--- src/rtl/sync_pkg.sv ---
// Shared defaults and sizing helpers for the synchronous receive buffer.
// Imported by the buffer top and its storage sub-module.
package sync_pkg;

    localparam int DEFAULT_BUS_WIDTH        = 4;
    localparam int DEFAULT_DEPTH            = 4;
    localparam int DEFAULT_DROP_COUNT_WIDTH = 8;

    // Pointer width; a single entry still needs one address bit.
    function automatic int ptr_width(input int depth);
        return (depth > 1) ? $clog2(depth) : 1;
    endfunction

endpackage

--- src/rtl/sync_rx_fifo_mem.sv ---
// DEPTH x BUS_WIDTH register array with a synchronous write port and a
// combinational read port, so the head word is visible without a read cycle.
module sync_rx_fifo_mem
    import sync_pkg::*;
#(
    parameter int BUS_WIDTH = DEFAULT_BUS_WIDTH,
    parameter int DEPTH     = DEFAULT_DEPTH,
    parameter int PTR_W     = ptr_width(DEFAULT_DEPTH)
) (
    input  logic                 clk,
    input  logic                 we_i,
    input  logic [PTR_W-1:0]     waddr_i,
    input  logic [BUS_WIDTH-1:0] wdata_i,
    input  logic [PTR_W-1:0]     raddr_i,
    output logic [BUS_WIDTH-1:0] rdata_o
);

    logic [BUS_WIDTH-1:0] mem_q [DEPTH];

    // Contents are deliberately not reset; occupancy is tracked by the pointers.
    always_ff @(posedge clk) begin
        if (we_i) begin
            mem_q[waddr_i] <= wdata_i;
        end
    end

    assign rdata_o = mem_q[raddr_i];

endmodule

--- src/rtl/sync_rx_buffer.sv ---
// FWFT receive buffer that captures one-cycle valid pulses from the
// synchronizer and hands them to a possibly-stalling consumer.
module sync_rx_buffer
    import sync_pkg::*;
#(
    parameter int BUS_WIDTH        = DEFAULT_BUS_WIDTH,
    parameter int DEPTH            = DEFAULT_DEPTH,
    parameter int DROP_COUNT_WIDTH = DEFAULT_DROP_COUNT_WIDTH
) (
    input  logic                        clk,
    input  logic                        reset,
    input  logic                        synchronous_data_valid,
    input  logic [BUS_WIDTH-1:0]        synchronous_data,
    input  logic                        out_ready,
    output logic                        out_valid,
    output logic [BUS_WIDTH-1:0]        out_data,
    output logic                        full,
    output logic                        empty,
    output logic [$clog2(DEPTH):0]      count,
    output logic                        overflow,
    output logic [DROP_COUNT_WIDTH-1:0] drop_count
);

    localparam int PTR_W = ptr_width(DEPTH);
    localparam int CNT_W = $clog2(DEPTH) + 1;

    logic [PTR_W-1:0]            wr_ptr_q, wr_ptr_d;
    logic [PTR_W-1:0]            rd_ptr_q, rd_ptr_d;
    logic [CNT_W-1:0]            count_q, count_d;
    logic                        full_q, full_d;
    logic                        empty_q, empty_d;
    logic                        overflow_q, overflow_d;
    logic [DROP_COUNT_WIDTH-1:0] drop_count_q, drop_count_d;

    logic                        push, pop, at_full, accept, drop;
    logic [BUS_WIDTH-1:0]        rd_data;

    // Handshake: a word transfers on every cycle where out_valid && out_ready;
    // out_valid never depends on out_ready, and out_data holds while stalled.
    always_comb begin
        push         = synchronous_data_valid;
        pop          = !empty_q && out_ready;
        at_full      = (count_q == CNT_W'(DEPTH));
        accept       = push && (!at_full || pop);
        drop         = push && at_full && !pop;

        wr_ptr_d     = accept ? wr_ptr_q + 1'b1 : wr_ptr_q;
        rd_ptr_d     = pop    ? rd_ptr_q + 1'b1 : rd_ptr_q;

        count_d      = count_q;
        case ({accept, pop})
            2'b10:   count_d = count_q + 1'b1;
            2'b01:   count_d = count_q - 1'b1;
            default: count_d = count_q;
        endcase

        full_d       = (count_d == CNT_W'(DEPTH));
        empty_d      = (count_d == '0);
        overflow_d   = overflow_q | drop;

        drop_count_d = drop_count_q;
        if (drop && (drop_count_q != '1)) begin
            drop_count_d = drop_count_q + 1'b1;
        end
    end

    always_ff @(posedge clk) begin
        if (reset) begin
            wr_ptr_q     <= '0;
            rd_ptr_q     <= '0;
            count_q      <= '0;
            full_q       <= 1'b0;
            empty_q      <= 1'b1;
            overflow_q   <= 1'b0;
            drop_count_q <= '0;
        end else begin
            wr_ptr_q     <= wr_ptr_d;
            rd_ptr_q     <= rd_ptr_d;
            count_q      <= count_d;
            full_q       <= full_d;
            empty_q      <= empty_d;
            overflow_q   <= overflow_d;
            drop_count_q <= drop_count_d;
        end
    end

    sync_rx_fifo_mem #(
        .BUS_WIDTH (BUS_WIDTH),
        .DEPTH     (DEPTH),
        .PTR_W     (PTR_W)
    ) u_mem (
        .clk     (clk),
        .we_i    (accept && !reset),
        .waddr_i (wr_ptr_q),
        .wdata_i (synchronous_data),
        .raddr_i (rd_ptr_q),
        .rdata_o (rd_data)
    );

    // Masking keeps out_data at zero while empty, including straight after reset.
    assign out_data   = empty_q ? '0 : rd_data;
    assign out_valid  = !empty_q;
    assign full       = full_q;
    assign empty      = empty_q;
    assign count      = count_q;
    assign overflow   = overflow_q;
    assign drop_count = drop_count_q;

endmodule

--- config.mk ---
export PLATFORM = sky130hd
export DESIGN_NAME = sync_rx_buffer
export DESIGN_NICKNAME = d
export VERILOG_FILES = /design/src/rtl/sync_pkg.sv /design/src/rtl/sync_rx_fifo_mem.sv /design/src/rtl/sync_rx_buffer.sv
export SDC_FILE = /design/constraint.sdc
export NUM_CORES = 1
export LEC_CHECK = 0
export BUFFER_PORTS_ARGS = -buffer_cell sky130_fd_sc_hd__buf_4
export CORE_ASPECT_RATIO = 0.7
export CORE_UTILIZATION = 32
export DETAILED_ROUTE_END_ITERATION = 6
export PLACE_DENSITY = 0.62
export SLEW_MARGIN = 0
export SYNTH_ARGS = -nofsm -noshare
export SYNTH_HDL_FRONTEND = slang
export SYNTH_HIERARCHICAL = 1
export SYNTH_SLANG_ARGS = --single-unit
--- constraint.sdc ---
create_clock -name clk -period 5.8 [get_ports clk]
set_clock_uncertainty 0.05 [all_clocks]
set_input_delay 0.58 -clock clk [delete_from_list [all_inputs] [get_ports clk]]
set_output_delay 0.58 -clock clk [all_outputs]
set_load 0.01 [all_outputs]
==> results of run 1 <==
worst paths after layout:
| check | start | to | slack [ns] | cells past startpoint |
|---|---|---|---|---|
| setup / recovery | empty | full | 3.08 | 10 |
| hold / removal | overflow | overflow | 0.40 | 2 |
| setup reg to reg | empty | full | 3.08 | 10 |
| hold reg to reg | overflow | overflow | 0.40 | 2 |
Yosys cell counts (all sizes together):
library cell  instances  share of area, %
and2b                 4               2.0
inv                   8               2.0
xnor2                 1              0.58
o21ai                 2              0.66
a21oi                 9               3.0
o41ai                 2               1.2
and3b                 2               1.2
o311ai                2               1.2
mux4                  4               6.9
nor2b                 3               1.2
o31ai                 3               1.8
dfxtp                18                24
xor2                  5               2.9
mux2                  2               1.5
clkbuf                2              0.50
nand2                 7               1.7
and3                  1              0.41
and2                  1              0.50
o211ai                1              0.50
nor4                  1              0.41
nand3                 2              0.66
nor2                 13               3.7
edfxtp               16                32
or2b                  1              0.74
fa                    1               1.3
nor3b                 1              0.50
ha                    2               1.6
or4                   2              0.99
or2                   1              0.41
mux2i                 1              0.66
or3                   2              0.82
nand4                 5               3.1
worst min-delay path, stage by stage (launching register included):
cell	delay [ns]
dfxtp_1	0.31
inv_1	0.05
a21oi_1	0.05
cell usage in the layout, fill, tap and decap left out, types with 3 or more instances in the layout:
master,count
clkbuf_8,6
nand2_1,7
and2b_1,4
mux4_1,4
buf_4,26
xor2_1,5
edfxtp_1,16
nor2_1,12
nor2b_1,3
dfxtp_1,18
nand4_1,4
inv_1,7
a21oi_1,9
area by class of cell:
cell class                      instances  area share [%]
Clock buffer                            8            4.84
Multi-Input combinational cell         81            34.3
Sequential cell                        34            45.1
Inverter                                8            1.61
Timing Repair Buffer                   26            10.5
Tap cell                               55            3.69
registers in the layout, summed over array words and instances (netlist names):
| signal | count |
|---|---|
| overflow | 1 |
| drop_count | 8 |
| wr_ptr_q | 2 |
| u_mem/mem_q | 16 |
| count | 3 |
| full | 1 |
| rd_ptr_q | 2 |
| empty | 1 |
through the flow:
stage | utilization, % | hold slack (ns)
5_1_grt | 41.8 | 0.442
3_5_place_dp | 39.8 | 0.397
3_3_place_gp | 39.8 | 0.397
4_1_cts | 41.8 | 0.407
6_report | 41.8 | 0.405
2_1_floorplan | - | 0.420
power groups by stage:
| stage | Sequential, mW | Combinational, mW | Clock (mW) |
|---|---|---|---|
| 2_1_floorplan | 0.309 | 0.109 | 0 |
| 3_3_place_gp | 0.312 | 0.171 | 0 |
| 3_5_place_dp | 0.314 | 0.174 | 0 |
| 4_1_cts | 0.309 | 0.175 | 0.176 |
| 5_1_grt | 0.313 | 0.193 | 0.186 |
| 6_report | 0.308 | 0.174 | 0.171 |
logic make-up after synthesis:
group                      Yosys count  share of synthesized area [%]
and+or+nand+nor                     46                           18.3
DFF                                 34                           55.4
xor gates and xnor gates             6                           3.47
buffers and inverters               10                           2.48
AOI/OAI and AO/OA                   19                           8.25
adders and majority gates            3                           2.97
muxes                                7                           9.08
routing by layer:
layer | vias up | GRT usage (%) | part of all wire, %
met4 | 0 | 7.39 | 2.4
met5 | - | 0 | 0
met2 | 22 | 18.0 | 44
met3 | 8 | 3.34 | 4.9
met1 | 492 | 16.8 | 49
li1 | 525 | - | -
==> reports/results.tsv, run 1 <==
metric	value	unit
crit-path max cell delay	0.47	ns
register area	841	um2
clock power share	26.2	%
Combinational Power Share	26.6	%
IO Pins	27	
Max Fclk	367	MHz
maximum clock insertion buffer count	2	
sw power	0.194	mW
Routed WL	2.82	mm
DR DRC count	0	
initial antenna violation count	0	
port bufs	26	
via count	1047	
CP max FO	7	
Worst EP required	5.97	ns
total clock sinks	34	
setup ws final	3.08	ns
post-DR vias/cell	4.94	
Setup CP Type	reg2reg	
first-pass GRT wire length	4.70	mm
Leakage	0.713	nW
Final Hold Viols	0	
die width	84.3	um
multi-input combinational cell area	638	um2
Die H	59.6	um
Placer Congestion	0.810	
Crit. End Element	flop	
maxcap violations	0	
crit path cell chain	or2b_4 -> inv_2 -> o31ai_2 -> ha_1 -> inv_1 -> fa_1 -> xor2_1 -> or3_1 -> a21oi_1 -> nor2b_1	
DR WL/cell	13.3	um
final instance area	1860	um2
cell count after synthesis	125	
Peak VDD IR	121	uV
syn_nets	136	
final setup fails	0	
Worst-Margin Slew	0.682	ns
largest net degree at the start of global routing	20	
core area	4450	um2
number of placed cells counting well taps	204	
RSZ-0062 raised after global routing	false	
CTS HTree Levels	2	
Post-Layout Cell Count	212	
post-route ant nets	0	
WP data arrival	2.89	ns
Avg Inst Size Synth	12.1	um2
GRT overflow	0	
fin crit share	47.0	%
First DRT Iteration DRCs	31	
share of layout cells above drive strength 1	24.2	%
Worst setup SP type	flop	
# fillers	426	
Tightest Hold Check Type	reg2reg	
Final Max Slew Viols	0	
post-cts resize count	0	
initial core utilization	34.0	%
cell area after synthesis	1520	um2
drt first pass iters	5	
status	finished clean	
Total Routing Usage GR	12.4	%
Clock Tree Root	clkbuf_8	
vias in the first global route	1003	
critical path's top delay family	adder cells	
CP max stage cell	dfxtp_1	
total power	0.653	mW
slew margin rel.	54.4	%
CTS clk-pin slew, worst paths	0.06	ns
DP Worst Slack	2.85	ns
switching share of power	29.7	%
Flop pwr share	47.1	%
CTS Hold Bufs	0	
area grow syn2layout	22.9	%
Nets	167	
worst skew pair latency	0.28	ns
flops & latches, synth	34	
PwrDens	351	nW/um2
synth unique cells	36	
sequential fraction of the synthesis area	55.4	%
row cnt	20	
setup total negative slack	0	ns
DIE AREA	5020	um2
setup bufs post-CTS	0	
final critical-path required period	2.72	ns
CTS tree	built	
DP HPWL	2.11	mm
Critical path buffers and inverters	2	
placed cell areas	1770	um2
Syn. warnings	6	
Internal Power	0.460	mW
n_diodes	0	
Num CTS Buffers	5	
Power figures use the tool's default switching activity.
==> run 2, diff against run 1 <==
- PLACE_DENSITY: 0.62 -> 0.63
- clock period: 5.8 -> 2.3 ns (I/O delays scaled with it)
==> run 2 against run 1 <==
- the flow now finishes with violations (DRC)
- routed wire length up 1.1%
- via count up 3.2%
- power rose to 2.6 times the previous value
- maximum frequency up 20%
- non-clock buffer count up 8
- sequential power up 140%
- worst setup slack worse by 3.0 ns
- sequential cell count unchanged
- largest cell class unchanged
==> reports/results.tsv, run 2 (synthesis gave the netlist of run 1 again) <==
metric	value	unit	change
status	finished with violations		was finished clean
failing checks	DRC		
share of layout cells above drive strength 1	32.7	%	was 24.2%
maximum clock insertion buffer count	2		unchanged
Clock Tree Root	clkbuf_8		unchanged
CP max FO	3		was 7
CTS clk-pin slew, worst paths	0.07	ns	was 0.06 ns
largest net degree at the start of global routing	20		unchanged
Num CTS Buffers	5		unchanged
CTS HTree Levels	2		unchanged
slew margin rel.	73.5	%	was 54.4%
DIE AREA	5020	um2	unchanged
vias in the first global route	1058		was 1003
commonest cells after routing, fill and taps aside	buf_4, edfxtp_1, dfxtp_1		was buf_4, dfxtp_1, edfxtp_1
max reg flops	16		unchanged
area grow syn2layout	28.1	%	was 22.9%
most common cell after layout, fill and taps aside	buf_4		unchanged
maxcap violations	0		unchanged
drt first pass iters	6		was 5
CP max stage cell	dfxtp_4		was dfxtp_1
switching share of power	30.0	%	was 29.7%
final critical-path required period	2.27	ns	was 2.72 ns
DR WL/cell	13.0	um	was 13.3 um
multi-input combinational cell area	658	um2	was 638 um2
port bufs	26		unchanged
most flop-heavy register	u_mem/mem_q		unchanged
fin crit share	98.8	%	was 47.0%
final instance area	1940	um2	was 1860 um2
Final Max Slew Viols	0		unchanged
Hold Worst Slack	0.103	ns	was 0.405 ns
Max Fclk	440	MHz	was 367 MHz
Worst-Margin Slew	0.396	ns	was 0.682 ns
Placer Congestion	0.822		was 0.810
DR DRC count	2		was 0
Worst setup SP type	flop		unchanged
Crit. End Element	flop		unchanged
Total Routing Usage GR	12.6	%	was 12.4%
row cnt	20		unchanged
CTS tree	built		unchanged
Flop pwr share	43.5	%	was 47.1%
Leakage	0.752	nW	was 0.713 nW
RSZ-0062 raised after global routing	true		was false
via count	1081		was 1047
setup ws final	0.0269	ns	was 3.08 ns
die width	84.3	um	unchanged
initial core utilization	34.0	%	unchanged
total clock sinks	34		unchanged
n_diodes	0		unchanged
PwrDens	880	nW/um2	was 351 nW/um2
First DRT Iteration DRCs	56		was 31
Final Hold Viols	0		unchanged
Tightest Hold Check Type	in2reg		was reg2reg
Nets	175		was 167
Combinational Power Share	33.0	%	was 26.6%
placed cell areas	1850	um2	was 1770 um2
IO Pins	27		unchanged
Setup CP Type	reg2reg		unchanged
clock power share	23.4	%	was 26.2%
register area	847	um2	was 841 um2
crit path cell chain	or2_4 -> o31ai_4 -> ha_2 -> inv_2 -> fa_2 -> xor2_1 -> or3_1 -> a21oi_2 -> nor2b_1		was or2b_4 -> inv_2 -> o31ai_2 -> ha_1 -> inv_1 -> fa_1 -> xor2_1 -> or3_1 -> a21oi_1 -> nor2b_1
crit-path max cell delay	0.34	ns	was 0.47 ns
sw power	0.513	mW	was 0.194 mW
final setup fails	0		unchanged
Internal Power	1.20	mW	was 0.460 mW
worst skew pair latency	0.28	ns	about the same
WP data arrival	2.44	ns	was 2.89 ns
Routed WL	2.85	mm	was 2.82 mm
# fillers	415		was 426
core area	4450	um2	unchanged
Final Core Density	43.6	%	was 41.8%
Peak VDD IR	477	uV	was 121 uV
post-DR vias/cell	4.91		was 4.94
post-route ant nets	0		unchanged
Worst EP required	2.47	ns	was 5.97 ns
DP Worst Slack	-0.0505	ns	was 2.85 ns
DP HPWL	2.16	mm	was 2.11 mm
Die H	59.6	um	unchanged
initial antenna violation count	0		unchanged
GRT overflow	0		unchanged
first-pass GRT wire length	4.64	mm	was 4.70 mm
run 2: changes by cell type in the layout (fill, tap and decap cells not counted), sizes merged:
cell    before  now
clkinv       0    2
buf         26   34
clkbuf       8    6
run 2: layout make-up:
type	instances	area share [%]
clock buffers	6	3.73
clock inverters	2	0.451
inverters	8	1.67
multi-input cells	81	33.9
flip-flops and latches	34	43.6
well taps	55	3.54
repair buffers	34	13.1
run 2: path summary, 6_finish.rpt:
check / slack [ns] / to / cells after the start / startpoint
min reg2reg: 0.41 / overflow / 2 / overflow
max reg2reg: 0.03 / full / 9 / count[1]
max: 0.03 / full / 9 / count[1]
min: 0.10 / u_mem/mem_q[1][0] / 1 / synchronous_data[0]
run 2: critical path, delay by kind of cell (launching register included):
kind | cells | cell delay (ns)
buffers and inverters | 1 | 0.04
xor gates and xnor gates | 1 | 0.16
and+or+nand+nor | 3 | 0.71
AOI/OAI and AO/OA | 2 | 0.34
adders and majority gates | 2 | 0.56
DFF | 1 | 0.34
run 2: stage by stage:
| stage | power (mW) | setup TNS [ns] | cells |
|---|---|---|---|
| 6_report | 1.71 | 0 | 220 |
| 5_1_grt | 1.80 | -0.142 | 220 |
| 4_1_cts | 1.72 | 0 | 220 |
| 3_5_place_dp | 1.32 | -0.0693 | 211 |
| 3_3_place_gp | 1.31 | 0 | 211 |
| 2_1_floorplan | 1.09 | -0.0157 | 125 |
run 2: repair_timing:
item	4_1_cts	5_1_grt
resized for setup	0	1
setup endpoints to repair	2	2
gates cloned	0	0
pin swaps	3	2
buffers inserted	1	0
hold buffers	0	0
run 2: power by group through the flow:
stage	clock, mW	sequential [mW]	combinational, mW
final	0.401	0.744	0.565
after detailed placement	0	0.757	0.561
after global routing	0.435	0.752	0.617
after global placement	0	0.755	0.550
after CTS	0.414	0.745	0.566
after floorplan	0	0.789	0.302
run 2: metal layers:
metal	up-vias	GRT usage (%)	routed length, um
li1	540	-	-
met1	517	16.0	1350
met2	20	20.1	1310
met3	4	3.34	143
met4	0	6.90	44
met5	-	0	0
